`config.mk`:
```
export PLATFORM = sky130hd
export DESIGN_NAME = seg_capture
export DESIGN_NICKNAME = d
export VERILOG_FILES = /design/src/rtl/seg_capture_pkg.sv /design/src/rtl/seg_capture_dec.sv /design/src/rtl/seg_capture.sv
export SDC_FILE = /design/constraint.sdc
export NUM_CORES = 1
export LEC_CHECK = 0
export ABC_CLOCK_PERIOD_IN_PS = 8200
export BUFFER_PORTS_ARGS = -buffer_cell sky130_fd_sc_hd__buf_2
export CAP_MARGIN = 20
export CELL_PAD_IN_SITES_DETAIL_PLACEMENT = 1
export CELL_PAD_IN_SITES_GLOBAL_PLACEMENT = 2
export CORE_MARGIN = 2
export CORE_UTILIZATION = 42
export CTS_BUF_LIST = sky130_fd_sc_hd__clkbuf_2 sky130_fd_sc_hd__clkbuf_4 sky130_fd_sc_hd__clkbuf_8
export DETAILED_ROUTE_END_ITERATION = 7
export GPL_ROUTABILITY_DRIVEN = 0
export GPL_TIMING_DRIVEN = 0
export PLACE_DENSITY = 0.95
export SYNTH_ARGS = -nofsm -noshare
export SYNTH_HDL_FRONTEND = slang
export SYNTH_SLANG_ARGS = --single-unit
```
`constraint.sdc`:
```
create_clock -name clk -period 8.2 [get_ports clk]
set_input_delay 1.64 -clock clk [delete_from_list [all_inputs] [get_ports clk]]
set_output_delay 1.64 -clock clk [all_outputs]
set_load 0.01 [all_outputs]
```
`src/rtl/seg_capture_pkg.sv`:
```
// Shared definitions for the seven-segment countdown capture block:
// segment patterns, FSM encoding and the largest accepted value.
package seg_capture_pkg;

    localparam logic [7:0] SEG_0     = 8'hC0;
    localparam logic [7:0] SEG_1     = 8'hF9;
    localparam logic [7:0] SEG_2     = 8'hA4;
    localparam logic [7:0] SEG_3     = 8'hB0;
    localparam logic [7:0] SEG_4     = 8'h99;
    localparam logic [7:0] SEG_5     = 8'h92;
    localparam logic [7:0] SEG_6     = 8'h82;
    localparam logic [7:0] SEG_7     = 8'hF8;
    localparam logic [7:0] SEG_8     = 8'h80;
    localparam logic [7:0] SEG_9     = 8'h90;
    localparam logic [7:0] SEG_BLANK = 8'hFF;

    localparam logic [6:0] MAX_VALUE = 7'd31;

    typedef enum logic [1:0] {
        ST_HUNT    = 2'd0,
        ST_SETTLE  = 2'd1,
        ST_LATCHED = 2'd2
    } state_t;

endpackage

```
`src/rtl/seg_capture_dec.sv`:
```
// Combinational seven-segment decoder: active-low pattern to BCD digit.
// A blank pattern is accepted as 0 only when leading-zero blanking applies.
module seg7_dec
    import seg_capture_pkg::*;
(
    input  logic [7:0] i_pat,
    input  logic       i_blank_ok,
    output logic [3:0] o_digit,
    output logic       o_valid
);

    logic [7:0] w_pat;

    // The decimal point never carries digit information.
    assign w_pat = i_pat | 8'h80;

    always_comb begin
        o_digit = 4'd0;
        o_valid = 1'b1;
        unique case (w_pat)
            SEG_0:     o_digit = 4'd0;
            SEG_1:     o_digit = 4'd1;
            SEG_2:     o_digit = 4'd2;
            SEG_3:     o_digit = 4'd3;
            SEG_4:     o_digit = 4'd4;
            SEG_5:     o_digit = 4'd5;
            SEG_6:     o_digit = 4'd6;
            SEG_7:     o_digit = 4'd7;
            SEG_8:     o_digit = 4'd8;
            SEG_9:     o_digit = 4'd9;
            SEG_BLANK: o_valid = i_blank_ok;
            default:   o_valid = 1'b0;
        endcase
    end

endmodule

```
`src/rtl/seg_capture.sv`:
```
// Snoops a two-digit multiplexed seven-segment display and recovers the
// shown countdown value, with glitch filtering and a loss-of-link monitor.
module seg_capture
    import seg_capture_pkg::*;
#(
    parameter int STABLE_CYCLES  = 4,
    parameter int TIMEOUT_CYCLES = 65536
) (
    input  logic       clk,
    input  logic       rst,
    input  logic [3:0] sm_wei,
    input  logic [7:0] sm_duan,
    output logic [4:0] countdown_time,
    output logic       frame_valid,
    output logic       changed,
    output logic       seg_err,
    output logic       link_lost
);

    localparam int CW = $clog2(STABLE_CYCLES + 1);
    localparam int TW = $clog2(TIMEOUT_CYCLES + 1);
    localparam logic [CW-1:0] C_STABLE = CW'(STABLE_CYCLES);
    localparam logic [TW-1:0] C_TMO    = TW'(TIMEOUT_CYCLES);

    logic [3:0]    r_wei_s1, r_wei_s2;
    logic [7:0]    r_duan_s1, r_duan_s2;
    logic [9:0]    r_prev;
    state_t        r_state;
    logic [CW-1:0] r_cnt;
    logic [3:0]    r_units, r_tens;
    logic          r_units_ok, r_tens_ok;
    logic [4:0]    r_time;
    logic          r_fv, r_ch, r_err, r_ll;
    logic [TW-1:0] r_tmo;

    logic [9:0]    w_cur;
    logic          w_sel_ok, w_same, w_is_tens;
    logic [CW-1:0] w_cnt_nx;
    logic [3:0]    w_dig;
    logic          w_dig_ok;
    logic [6:0]    w_value;
    logic          w_frame, w_in_range, w_frame_ok;
    logic [1:0]    w_unused_wei;

    assign w_unused_wei = r_wei_s2[3:2];
    assign w_cur      = {r_wei_s2[1:0], r_duan_s2};
    assign w_sel_ok   = (w_cur[9:8] == 2'b10) || (w_cur[9:8] == 2'b01);
    assign w_is_tens  = (w_cur[9:8] == 2'b01);
    assign w_same     = (w_cur == r_prev);
    assign w_cnt_nx   = r_cnt + CW'(1);
    assign w_value    = {3'b000, r_tens} * 7'd10 + {3'b000, r_units};
    assign w_frame    = r_units_ok & r_tens_ok;
    assign w_in_range = (w_value <= MAX_VALUE);
    assign w_frame_ok = w_frame & w_in_range;

    seg7_dec u_dec (
        .i_pat      (r_duan_s2),
        .i_blank_ok (w_is_tens),
        .o_digit    (w_dig),
        .o_valid    (w_dig_ok)
    );

    always_ff @(posedge clk) begin
        if (rst) begin
            r_wei_s1  <= 4'hF;
            r_wei_s2  <= 4'hF;
            r_duan_s1 <= 8'hFF;
            r_duan_s2 <= 8'hFF;
        end else begin
            r_wei_s1  <= sm_wei;
            r_wei_s2  <= r_wei_s1;
            r_duan_s1 <= sm_duan;
            r_duan_s2 <= r_duan_s1;
        end
    end

    always_ff @(posedge clk) begin
        if (rst) begin
            r_state    <= ST_HUNT;
            r_prev     <= {2'b11, 8'hFF};
            r_cnt      <= '0;
            r_units    <= 4'd0;
            r_tens     <= 4'd0;
            r_units_ok <= 1'b0;
            r_tens_ok  <= 1'b0;
            r_time     <= 5'd0;
            r_fv       <= 1'b0;
            r_ch       <= 1'b0;
            r_err      <= 1'b0;
            r_ll       <= 1'b1;
            r_tmo      <= '0;
        end else begin
            r_prev <= w_cur;
            r_fv   <= 1'b0;
            r_ch   <= 1'b0;
            r_err  <= 1'b0;

            if (w_frame) begin
                r_units_ok <= 1'b0;
                r_tens_ok  <= 1'b0;
                if (w_in_range) begin
                    r_time <= w_value[4:0];
                    r_fv   <= 1'b1;
                    r_ch   <= (w_value[4:0] != r_time);
                end else begin
                    r_err <= 1'b1;
                end
            end

            unique case (r_state)
                ST_HUNT: begin
                    if (w_sel_ok) begin
                        r_state <= ST_SETTLE;
                        r_cnt   <= CW'(1);
                    end
                end
                ST_SETTLE: begin
                    if (!w_same) begin
                        r_cnt <= CW'(1);
                        if (!w_sel_ok)
                            r_state <= ST_HUNT;
                    end else if (w_cnt_nx == C_STABLE) begin
                        r_state <= ST_LATCHED;
                        r_cnt   <= w_cnt_nx;
                        // A corrupt digit poisons the whole frame.
                        if (!w_dig_ok) begin
                            r_err      <= 1'b1;
                            r_units_ok <= 1'b0;
                            r_tens_ok  <= 1'b0;
                        end else if (w_is_tens) begin
                            r_tens    <= w_dig;
                            r_tens_ok <= 1'b1;
                        end else begin
                            r_units    <= w_dig;
                            r_units_ok <= 1'b1;
                        end
                    end else begin
                        r_cnt <= w_cnt_nx;
                    end
                end
                ST_LATCHED: begin
                    if (!w_same) begin
                        r_cnt   <= CW'(1);
                        r_state <= w_sel_ok ? ST_SETTLE : ST_HUNT;
                    end
                end
                default: r_state <= ST_HUNT;
            endcase

            // A good frame takes priority over an expiring timeout.
            if (w_frame_ok) begin
                r_tmo <= '0;
                r_ll  <= 1'b0;
            end else if (r_tmo != C_TMO) begin
                r_tmo <= r_tmo + TW'(1);
                if (r_tmo + TW'(1) == C_TMO)
                    r_ll <= 1'b1;
            end
        end
    end

    assign countdown_time = r_time;
    assign frame_valid    = r_fv;
    assign changed        = r_ch;
    assign seg_err        = r_err;
    assign link_lost      = r_ll;

endmodule
```
Word-level counts from Yosys, hierarchy flattened
Cells that the tools add are included.
{"block": "totals", "elab_cells": 101, "input_bits": 14, "ff_bits": 71}
{"block": "op_classes", "n_reduce_logical": 16, "bitwise_logic": 5, "addsub": 3, "n_mux": 35, "order_cmp": 1, "n_eq_ne": 23, "mul": 1}
{"operator": "4-bit one-hot mux with 9 select lines", "n": 1}
{"operator": "7-bit == test (second input constant)", "n": 4}
{"operator": "1-bit 2-to-1 mux", "n": 23}
{"operator": "7-bit by 5-bit == test with 1-bit output (second input constant)", "n": 3}
{"operator": "17-bit by 1-bit adder with 17-bit output (second input constant)", "n": 1}
{"operator": "17-bit == test (second input constant)", "n": 1}
{"operator": "17-bit inequality test (second input constant)", "n": 1}
{"operator": "7-bit by 6-bit == test with 1-bit output (second input constant)", "n": 2}
{"operator": "10-bit == test", "n": 1}
{"operator": "2-bit 2-to-1 mux", "n": 5}
{"operator": "5-bit AND reduction", "n": 2}
{"operator": "10-bit OR reduction", "n": 1}
{"operator": "3-bit 2-to-1 mux", "n": 3}
{"operator": "3-bit one-hot mux with 3 select lines", "n": 1}
{"operator": "7-bit by 4-bit adder with 7-bit output", "n": 1}
{"operator": "7-bit by 2-bit == test with 1-bit output (second input constant)", "n": 1}
{"operator": "7-bit by 5-bit <= comparator with 1-bit output (second input constant)", "n": 1}
{"operator": "7-bit logical NOT", "n": 1}
{"operator": "4-bit by 3-bit multiplier with 6-bit output (second input constant)", "n": 1}
{"operator": "3-bit inequality test (second input constant)", "n": 2}
{"operator": "2-bit one-hot mux with 3 select lines", "n": 1}
{"operator": "5-bit inequality test", "n": 1}
{"operator": "2-bit by 1-bit == test with 1-bit output (second input constant)", "n": 2}
{"operator": "2-bit == test (second input constant)", "n": 2}
{"operator": "other kinds (15)", "n": 22}

Longest topological paths before layout
{"block": "logic_depth", "ltp_word": 9, "mapped_depth": 11}

Hierarchy
From an unflattened synthesis, not the netlist that was laid out.
{"block": "hier_totals", "hier_cells": 368, "hier_area_um2": 3410.8}
{"module": "seg_capture", "seq_area_each_um2": 1421.4, "cells_each": 336, "area_per_inst_um2": 3213.1, "n_inst": 1}
{"module": "seg7_dec", "seq_area_each_um2": 0.0, "cells_each": 32, "area_per_inst_um2": 197.7, "n_inst": 1}

Least setup slack after synthesis
OpenSTA, ideal clock, no wires.
{"block": "synth_path", "path_kind": "reg-to-reg", "start": "reg r_tens[1]", "end": "reg r_time[0] (netlist: countdown_time[0])", "path_slack_ns": 5.476, "stages_incl_launch_ff": 11, "path_buffers": 0, "t_required_ns": 8.141, "arrival_time_ns": 2.665, "synth_period_minus_slack_ns": 2.724, "cell_sequence": "dfxtp_1 > ha_1 > ha_1 > inv_1 > fa_1 > nand2b_1 > a21oi_1 > xnor2_1 > or2_2 > nor3_1 > a22o_1"}
{"block": "synth_between", "elab_chain_len": 4}
{"element": "from (decl)", "line": "seg_capture.sv:30", "text": "logic [3:0] r_units, r_tens;"}
{"element": "from (signal assigned)", "line": "seg_capture.sv:131", "text": "r_tens <= w_dig;"}
{"element": "4-bit by 3-bit multiplier with 6-bit output", "line": "seg_capture.sv:51", "text": "assign w_value = {3'b000, r_tens} * 7'd10 + {3'b000, r_units};"}
{"element": "7-bit by 4-bit adder with 7-bit output", "line": "seg_capture.sv:51"}
{"element": "7-bit by 5-bit <= comparator with 1-bit output", "line": "seg_capture.sv:53", "text": "assign w_in_range = (w_value <= MAX_VALUE);"}
{"element": "2-bit AND reduction (no source line)"}
{"element": "to (signal assigned)", "line": "seg_capture.sv:102", "text": "r_time <= w_value[4:0];"}
{"element": "to (decl)", "line": "seg_capture.sv:32", "text": "logic [4:0] r_time;"}
Every way passes these cells.
A chain may end at the register's enable or synchronous reset.

Worst setup path after layout
{"block": "layout_path", "start": "reg r_tmo[1]", "end": "reg r_ll (netlist: link_lost)"}
{"block": "layout_between", "elab_chain_len": 4, "elab_cells_between_ends": 6, "cone_classes": "add/sub (1); eq/ne (2); reduce/logical (3)"}
{"element": "from (decl)", "line": "seg_capture.sv:34", "text": "logic [TW-1:0] r_tmo;"}
{"element": "from (signal assigned)", "line": "seg_capture.sv:155", "text": "r_tmo <= r_tmo + TW'(1);"}
{"element": "17-bit by 1-bit adder with 17-bit output", "line": "seg_capture.sv:156", "text": "if (r_tmo + TW'(1) == C_TMO)"}
{"element": "17-bit == test", "line": "seg_capture.sv:156"}
{"element": "2-bit nonzero test (no source line)"}
{"element": "2-bit AND reduction (no source line) (*)"}
{"element": "to (signal assigned)", "line": "seg_capture.sv:90", "text": "r_ll <= 1'b1;"}
{"element": "to (signal assigned)", "line": "seg_capture.sv:153", "text": "r_ll <= 1'b0;"}
{"element": "to (signal assigned)", "line": "seg_capture.sv:157", "text": "r_ll <= 1'b1;"}
{"element": "to (decl)", "line": "seg_capture.sv:33", "text": "logic r_fv, r_ch, r_err, r_ll;"}
Every way passes the cells marked *; elsewhere a longest branch is shown, timed or not.

==> results.json <==
{
  "grt_pass1_vias": 2633,
  "timing.slew.headroom": 0.3868,
  "async_flop_share": 0,
  "start_kind": "flip-flop",
  "cap_violations": 0,
  "io_pins": 23,
  "fin_ws_ps": 4961,
  "clk_pin_slew_ps": 80,
  "routed_wl_um": 7387,
  "dp.cells": 499,
  "status": "completed",
  "hold_buffers": 0,
  "die_area_mm2": 0.008948,
  "fin_crit_ps": 3239,
  "cts_sinks": 71,
  "avgRoutedWirePerCell_um": 14.34,
  "synth-main-ff-cell": "dfxtp_1",
  "fmax_mhz": 308.7,
  "setup_viol": 0,
  "r2r-end": "link_lost",
  "core_area_mm2": 0.008093,
  "ys_types": 55,
  "clk_path_buf_depth": 2,
  "ir_worst_vdd_mv": 0.08993,
  "critPathKind": "flip-flop to flip-flop",
  "rr_startpoint": "r_tmo[1]",
  "hpwlAfterDp_um": 5360,
  "syn_to_final_growth_pct": 12.45,
  "fin_tns_setup_ps": 0,
  "drive_above_1_share": 0.2024,
  "reg2reg_slack_ps": 4960,
  "vias": 2654,
  "netlist_instances": 374,
  "numCtsBuffers": 9,
  "hold_start": "r_duan_s1[3]",
  "num-nets-final": 434,
  "period_share": 0.3950,
  "clk_latency_ps": 350,
  "grt-ovfl-total": 0,
  "drt_iter0_drc": 103,
  "cts_tree": "yes",
  "synth_edf_count": 0,
  "finalNonFillerCells": 515,
  "rows": 33,
  "finalClockSkew_ps": 14.72,
  "via_per_inst": 5.153,
  "rsz0062_at_grt": "false",
  "ant_nets": 0,
  "die_w_um": 94.60,
  "drtPass1Iterations": 4,
  "critPathArrivalTime_ps": 3510,
  "r2r_cells": 8,
  "postCtsSetupBuffers": 0,
  "drc": 0,
  "ys_seq_elements": 71,
  "report.final.slew_viol_count": 0,
  "cts_max_level": 3,
  "tightest_slew_ps": 912.7,
  "final-hold-violation-count": 0,
  "worst-path-max-fanout": 9,
  "hold_path_depth": 1,
  "min_path_type": "flip-flop to flip-flop",
  "ctsResizeCount": 0,
  "cp-end-kind": "flip-flop",
  "diodes": 0,
  "fin_hold_ws_ps": 412.5,
  "grt_pass1_wl_um": 12650,
  "yosysWarnings": 0,
  "p_per_area_mw_per_mm2": 176.4,
  "cp.required_ps": 8470,
  "track_usage": 0.1821,
  "p_leak_uw": 0.001555,
  "antenna_found_initial": 0,
  "dieHeight_um": 94.60,
  "syn-mean-instance-area_um2": 9.217,
  "whs_endpoint": "r_duan_s2[3]",
  "start_util": 0.4259,
  "numPortBuffers": 20,
  "seq_area_frac_synth": 0.4123,
  "syn_nets": 403,
  "dp_slack_ps": 5004,
  "post-route-util": 0.4790,
  "grt_max_degree": 13,
  "cts_root_buffer": "clkbuf_8",
  "synthesis.area_mm2": 0.003447
}
[per-layer routing]
metal / vias up / global-route usage / part of all wire
met1: 1267 / 0.2425 / 0.49
li1: 1341 / - / -
met2: 37 / 0.2887 / 0.47
met4: 0 / 0.06159 / 0.014
met3: 9 / 0.04549 / 0.029
met5: - / 0 / 0
[power by group]
part | leakage [uW] | internal (uW) | switching (uW)
registers | 0.000579 | 353 | 5.38
logic | 0.000878 | 18.8 | 23.6
clock network | 0.0000981 | 147 | 136
total | 0.00156 | 519 | 165
[worst max path at each step]
stage,to,startpoint,slack (ps)
floorplan,countdown_time[0],r_tens[1],5480
global placement,countdown_time[1],r_tens[1],5070
detailed placement,r_tmo[4],r_tens[1],5000
CTS,countdown_time[0],r_tens[1],4970
global route,link_lost,r_tmo[1],4710
finish,link_lost,r_tmo[1],4960
[registers in the layout (all words and copies together) (netlist names)]
| name | cells |
|---|---|
| countdown_time | 5 |
| r_units_ok | 1 |
| link_lost | 1 |
| r_tens | 4 |
| r_duan_s1 | 8 |
| r_tmo | 17 |
| r_state | 2 |
| r_duan_s2 | 8 |
| r_units | 4 |
| r_wei_s2 | 2 |
| changed | 1 |
| r_cnt | 3 |
| seg_err | 1 |
| r_wei_s1 | 2 |
| r_tens_ok | 1 |
| frame_valid | 1 |
| r_prev | 10 |
[final cells by class]
cell class                      instances  area [um2]
Fill cell                             982        4217
Buffer                                 26       128.9
Clock inverter                          6       60.06
Multi-Input combinational cell        264        1848
Tap cell                              105       131.4
Sequential cell                        71        1421
Inverter                               13       48.80
Clock buffer                           10       137.6
Timing Repair Buffer                   20       100.1
[per-stage QoR]
step | total power [uW] | area (um2)
global route | 716.8 | 3876
global placement | 406.1 | 3679
detailed placement | 408.9 | 3679
floorplan | 395.8 | 3447
finish | 683.8 | 3876
CTS | 690.8 | 3876
[cells in the mapped netlist (3+ instances only)]
library cell	instances	share of area
nor2b_1	5	0.0091
nor4_1	3	0.0054
nand3_1	14	0.020
a21oi_1	12	0.017
o22ai_1	3	0.0054
xnor2_1	26	0.066
dfxtp_1	71	0.41
clkbuf_1	20	0.022
nand3b_1	3	0.0065
a31oi_1	3	0.0054
nand2b_1	5	0.0091
a22o_1	6	0.015
ha_1	13	0.047
a21o_1	3	0.0065
inv_1	13	0.014
nand2_1	20	0.022
nor3b_1	3	0.0065
nand4_1	9	0.016
buf_6	4	0.013
nor2_1	33	0.036
xor2_1	12	0.030
mux2i_1	8	0.023
nor3_1	7	0.010
or3_1	3	0.0054
or2_2	30	0.054
o21ai_0	5	0.0073
[worst max-delay path, stage by stage, from the launching register on]
cell and delay (ps):
dfxtp_1 500, ha_1 200, buf_1 300, nand3_1 220, nor4_1 610, mux2_2 410, a2111oi_0 540, nand4_1 190
a21oi_1 200
[cell usage in the layout, fill, tap and decap left out, types with 7 or more instances in the layout]
master	instances
a21oi_1	12
buf_2	21
clkbuf_1	20
clkbuf_8	10
dfxtp_1	71
ha_1	13
inv_1	13
mux2i_1	8
nand2_1	20
nand3_1	14
nand4_1	9
nor2_1	33
nor3_1	7
or2_2	30
xnor2_1	26
xor2_1	12
[cells by family (layout without fill, tap and decap cells)]
logic type / after synthesis / count (layout) / synth area share
AOI/OAI and AO/OA: 49 / 49 / 0.09946
xor gates and xnor gates: 39 / 39 / 0.1013
adders and majority gates: 16 / 16 / 0.06171
buffers and inverters: 39 / 75 / 0.05154
DFF: 71 / 71 / 0.4123
muxes: 10 / 10 / 0.02976
and+or+nand+nor: 150 / 150 / 0.2439
No activity file was read; power rests on OpenSTA's default activity.
